--- src/rtl/regfile_write_arbiter.sv ---
// Purpose: round-robin share of the single regfile write port among NUM_REQ writeback sources.
// Latency: 1 cycle from accepted request (valid & ready) to the registered write port.
// Backpressure: req_ready is one-hot and combinational; stall or reset withholds every grant.
module regfile_write_arbiter #(
  parameter int NUM_REQ = 2,
  parameter int ID_W    = 1,
  parameter int CNT_W   = 16
) (
  input  logic                    clock,
  input  logic                    ctrl_reset,
  input  logic                    stall,
  input  logic [NUM_REQ-1:0]      req_valid,
  input  logic [5*NUM_REQ-1:0]    req_reg,
  input  logic [32*NUM_REQ-1:0]   req_data,
  output logic [NUM_REQ-1:0]      req_ready,
  output logic                    ctrl_writeEnable,
  output logic [4:0]              ctrl_writeReg,
  output logic [31:0]             data_writeReg,
  output logic [ID_W-1:0]         grant_id,
  output logic [CNT_W-1:0]        write_count
);

  // Round-robin pointer: the requester with highest priority this cycle.
  logic [ID_W-1:0] ptr;

  // Arbitration results.
  logic            found;
  logic [ID_W-1:0] sel_id;
  logic [4:0]      sel_reg;
  logic [31:0]     sel_data;
  logic            sel_nonzero;

  // Pick the first valid requester at or above ptr, else wrap to the lowest valid one.
  always_comb begin
    found  = 1'b0;
    sel_id = '0;
    if (!ctrl_reset && !stall) begin
      for (int i = 0; i < NUM_REQ; i++) begin
        if (!found && req_valid[i] && (ID_W'(i) >= ptr)) begin
          found  = 1'b1;
          sel_id = ID_W'(i);
        end
      end
      for (int i = 0; i < NUM_REQ; i++) begin
        if (!found && req_valid[i]) begin
          found  = 1'b1;
          sel_id = ID_W'(i);
        end
      end
    end
  end

  // Decode the winner into the one-hot ready vector and mux out its payload.
  always_comb begin
    req_ready = '0;
    sel_reg   = '0;
    sel_data  = '0;
    for (int i = 0; i < NUM_REQ; i++) begin
      if (found && (sel_id == ID_W'(i))) begin
        req_ready[i] = 1'b1;
        sel_reg      = req_reg[5*i +: 5];
        sel_data     = req_data[32*i +: 32];
      end
    end
  end

  // Writes to $r0 are accepted but never reach the regfile or the counter.
  assign sel_nonzero = (sel_reg != 5'd0);

  // Advance the pointer past the requester that just transferred.
  always_ff @(posedge clock or posedge ctrl_reset) begin
    if (ctrl_reset) begin
      ptr <= '0;
    end else if (found) begin
      ptr <= (sel_id == ID_W'(NUM_REQ - 1)) ? '0 : sel_id + ID_W'(1);
    end
  end

  // Registered write port; address, data and id hold when nothing transfers.
  always_ff @(posedge clock or posedge ctrl_reset) begin
    if (ctrl_reset) begin
      ctrl_writeEnable <= 1'b0;
      ctrl_writeReg    <= '0;
      data_writeReg    <= '0;
      grant_id         <= '0;
    end else begin
      ctrl_writeEnable <= found && sel_nonzero;
      if (found) begin
        ctrl_writeReg <= sel_reg;
        data_writeReg <= sel_data;
        grant_id      <= sel_id;
      end
    end
  end

  // Saturating count of writes actually issued to the regfile.
  always_ff @(posedge clock or posedge ctrl_reset) begin
    if (ctrl_reset) begin
      write_count <= '0;
    end else if (found && sel_nonzero && (write_count != {CNT_W{1'b1}})) begin
      write_count <= write_count + CNT_W'(1);
    end
  end

endmodule

--- config.mk ---
export PLATFORM = sky130hd
export DESIGN_NAME = regfile_write_arbiter
export DESIGN_NICKNAME = d
export VERILOG_FILES = /design/src/rtl/regfile_write_arbiter.sv
export SDC_FILE = /design/constraint.sdc
export NUM_CORES = 1
export LEC_CHECK = 0
export BUFFER_PORTS_ARGS = -buffer_cell sky130_fd_sc_hd__buf_4
export CELL_PAD_IN_SITES_DETAIL_PLACEMENT = 0
export CELL_PAD_IN_SITES_GLOBAL_PLACEMENT = 1
export CORE_ASPECT_RATIO = 1.25
export CORE_MARGIN = 3
export CORE_UTILIZATION = 33
export CTS_CLUSTER_SIZE = 28
export DETAILED_ROUTE_END_ITERATION = 10
export GPL_TIMING_DRIVEN = 0
export PLACE_DENSITY_LB_ADDON = 0.1
export SYNTH_ARGS = -nofsm -noshare
export SYNTH_HDL_FRONTEND = slang
export SYNTH_SLANG_ARGS = --single-unit
export TNS_END_PERCENT = 100
--- constraint.sdc ---
create_clock -name clock -period 2 [get_ports clock]
set_clock_uncertainty 0.1 [all_clocks]
set_input_delay 0.2 -clock clock [delete_from_list [all_inputs] [get_ports clock]]
set_output_delay 0.2 -clock clock [all_outputs]
set_load 0.005 [all_outputs]
==> parameters.txt <==
Parameter                              Value

Outcome
  Outcome    finished, final reports clean

Floorplan
  Overall die height    105 um
  Core ar.    7490 sq um
  Die outline area    8950 sq um
  Floorplan die width    85.2 um
  Starting density of the core    34.6%
  FP Rows    35
  Count of pins on the block boundary    136

Synth
  Leading cell type by number of instances after synthesis    sky130_fd_sc_hd__dfrtp_1
  Per-instance average area after synthesis    10.7 sq um
  List of most frequent post-synthesis cells    56 x sky130_fd_sc_hd__dfrtp_1, 37 x sky130_fd_sc_hd__nand2_1, 28 x sky130_fd_sc_hd__mux2i_1, 28 x sky130_fd_sc_hd__o21ai_0, 15 x sky130_fd_sc_hd__xnor2_1
  Top post-synthesis cells by area    sky130_fd_sc_hd__dfrtp_1 54%, sky130_fd_sc_hd__mux2i_1 11%, sky130_fd_sc_hd__o21ai_0 5.4%, sky130_fd_sc_hd__nand2_1 5.4%, sky130_fd_sc_hd__xnor2_1 5.1%
  Sequential cell area fraction in the yosys report    54.1%
  Area share of the leading cell type in the synthesized netlist    54.1%
  Post-synth EDFFs    0
  Most area-hungry cell type in the Yosys netlist    sky130_fd_sc_hd__dfrtp_1
  Number of nets produced by synthesis    323
  Main synth FF type    sky130_fd_sc_hd__dfrtp_1
  Number of standard cells after synthesis    243
  Ys async rst share    100%
  Post-synthesis sequential element count    56
  Synth cell types    33
  Syn. warnings    0
  Post-synthesis cell area    2590 sq um

Finish
  Number of antenna repair diodes    0
  Layout cell share with drive strength beyond 1    40.9%
  Final net count    469
  Cell Count, Final, Fillers Out    481
  Signed area change from the synthesized netlist to the final layout    49.7%

Route
  Routed length per instance    14.8 um
  Post-Route M1 WL    2.67 mm
  Top routing layer in use    met4
  Total via count in the routed design    2356
  DRT Pass-1 Iters    4
  DR DRC count    0
  Met3 wirelength from detailed routing    484 um
  Wirelength, routed    7.13 mm
  Final antenna-violating net count    0
  Number of DRC markers after the initial detailed-route iteration    73
  Met2 wire length    3.88 mm
  Average vias per placed instance    4.90

STA
  Period minus WS final    1.92 ns
  Worst slew slack as a fraction of its limit    57.4%
  Minimum setup slack in the final design    0.0781 ns
  Final hold viol count    0
  Total setup violations reported at the end of the flow    0
  Final count of pins violating max slew    0
  Actual transition at the worst max-transition pin    0.638 ns
  Unrepaired setup endpoints after global routing    true
  Final sum of negative setup slack    0 ns
  Worst hold margin    0.0165 ns
  Fmax    0.520 GHz
  Post-route fraction of the period consumed by the critical path    96.1%

Place
  HPWL after detailed placement    5.55 mm
  Count of input and output buffers    135
  Final RePlAce weighted congestion    0.751
  Post-Place Worst Slack    0.0113 ns
  DP Cell Count    471

Clock tree
  Maximum level of the CTS H-tree    2
  Clock transition at path regs    0.09 ns
  CTS Buf Count    5
  Clock tree from TritonCTS    yes
  Clock root buffer master    sky130_fd_sc_hd__clkbuf_8
  Deepest clock path buffer count    2
  Latest clock arrival within the worst-skew pair    0.30 ns
  Num Clock Sinks    56

Power and ir drop
  Int Pwr    2060 uW
  Leakage power of the design    0.00194 uW
  Part of the total power dissipated in sequential elements    51.0%
  Maximum resistive drop on vdd    0.516 mV
  Pwr dens    744 nW/um^2
  Net Sw Frac    28.6%
  Gate power share    28.9%
  Post-route total power    2880 uW
  Clock power frac    20.1%
  Total net switching power    825 uW

Critical path
  Type of origin of the critical path    flop
  Critical path required time    2.09 ns
  CP Class    reg -> reg
  Length in cells of the worst reg-to-reg path    5
  Crit path capture type    flop
  Largest fanout on the critical path    8
  Data arrival time of the critical path    2.01 ns

Worst hold path
  Worst hold-check path type    in -> reg
  Cell depth of the worst min-delay path    3

Global route
  Global-route wire length before repair    11.6 mm
  Number of global-route vias before repair    2376
  Antenna violations before repair    0
  Final global-route overflow total    0
  Gr usage total    15.9%
  Largest net degree at the start of global routing    30

Run
  Maximum capacitance violations    0
through the flow:
step | area (sq um) | utilization (%)
final | 3880 | 51.8
after global placement | 3720 | 49.7
after CTS | 3850 | 51.4
after detailed placement | 3740 | 49.9
after floorplan | 2590 | -
after global routing | 3880 | 51.8
logic make-up after synthesis:
group / after synthesis / synth area share [%]
simple gates: 79 / 14.5
flops: 56 / 54.1
compound gates: 44 / 11.1
mux: 29 / 11.3
buf+inv: 19 / 3.48
xor+xnor: 15 / 5.07
fa+ha+maj: 1 / 0.483
cell type report:
class                      count  area, sq um
tap                           92          115
inverter                       7         26.3
clock buffer                   6         72.6
clock inverter                 1         5.00
buffer                        12         63.8
sequential                    56         1400
multi-input combinational    168         1130
timing repair buffer         139         1060
fill                         732         3610
timing repair:
item | 4_1_cts | 5_1_grt
endpoints found under the setup margin | 2 | 5
gates resized for setup | 1 | 6
hold buffers | 1 | 0
pin swaps | 1 | 1
hold endpoints to repair | 28 | 0
buffers inserted | 2 | 0
placed cells by master, fill, tap and decap left out, types with 2 or more instances in the layout:
cell                       instances
sky130_fd_sc_hd__dfrtp_1          56
sky130_fd_sc_hd__nand3_1           9
sky130_fd_sc_hd__buf_2             3
sky130_fd_sc_hd__a222oi_1          3
sky130_fd_sc_hd__nand4_1           5
sky130_fd_sc_hd__clkbuf_8          5
sky130_fd_sc_hd__inv_1             6
sky130_fd_sc_hd__or4_1             2
sky130_fd_sc_hd__and3_1            3
sky130_fd_sc_hd__o21ai_0          28
sky130_fd_sc_hd__a22oi_1           2
sky130_fd_sc_hd__mux2i_1          28
sky130_fd_sc_hd__clkbuf_1          5
sky130_fd_sc_hd__xnor2_1          15
sky130_fd_sc_hd__buf_1             3
sky130_fd_sc_hd__o21a_1            2
sky130_fd_sc_hd__buf_4           137
sky130_fd_sc_hd__a221oi_1          4
sky130_fd_sc_hd__nand2_1          37
sky130_fd_sc_hd__nor2_1           13
sky130_fd_sc_hd__buf_6             2
state kept, by name, indices dropped and copies added (netlist names):
register / flops
ctrl_writeEnable: 1
ctrl_writeReg: 5
data_writeReg: 32
grant_id: 1
ptr: 1
write_count: 16
layer usage:
metal | GRT usage, % | vias up
met5 | 0 | -
met4 | 3.96 | 0
met3 | 3.39 | 8
met2 | 29.4 | 79
met1 | 18.3 | 1120
li1 | - | 1149
critical path, cell delays in order, from the launching register on:
cell,delay [ns]
sky130_fd_sc_hd__dfrtp_1,0.46
sky130_fd_sc_hd__and4_1,0.28
sky130_fd_sc_hd__and4_2,0.34
sky130_fd_sc_hd__nand4_4,0.18
sky130_fd_sc_hd__nand2_2,0.14
sky130_fd_sc_hd__mux2_1,0.31
power by group through the flow:
| stage | logic (uW) | clock network [uW] | registers, uW |
|---|---|---|---|
| 5_1_grt | 938 | 655 | 1500 |
| 6_report | 832 | 579 | 1470 |
| 3_5_place_dp | 844 | 0 | 1490 |
| 4_1_cts | 848 | 605 | 1470 |
| 3_3_place_gp | 826 | 0 | 1480 |
| 2_1_floorplan | 311 | 0 | 1490 |
final timing paths:
check | slack, ns | start | to
worst max-delay path | 0.08 | write_count[9]$_DFFE_PP0P_ | write_count[1]$_DFFE_PP0P_
worst min-delay path | 0.02 | req_reg[6] | ctrl_writeReg[1]$_DFFE_PP0P_
worst max register to register | 0.08 | write_count[9]$_DFFE_PP0P_ | write_count[1]$_DFFE_PP0P_
worst min register to register | 0.38 | ctrl_writeReg[4]$_DFFE_PP0P_ | ctrl_writeReg[4]$_DFFE_PP0P_
max in group asynchronous | 0.76 | ctrl_reset | data_writeReg[26]$_DFFE_PP0P_
min in group asynchronous | 0.46 | ctrl_reset | ctrl_writeReg[2]$_DFFE_PP0P_
No activity file was read; power rests on OpenSTA's default activity.
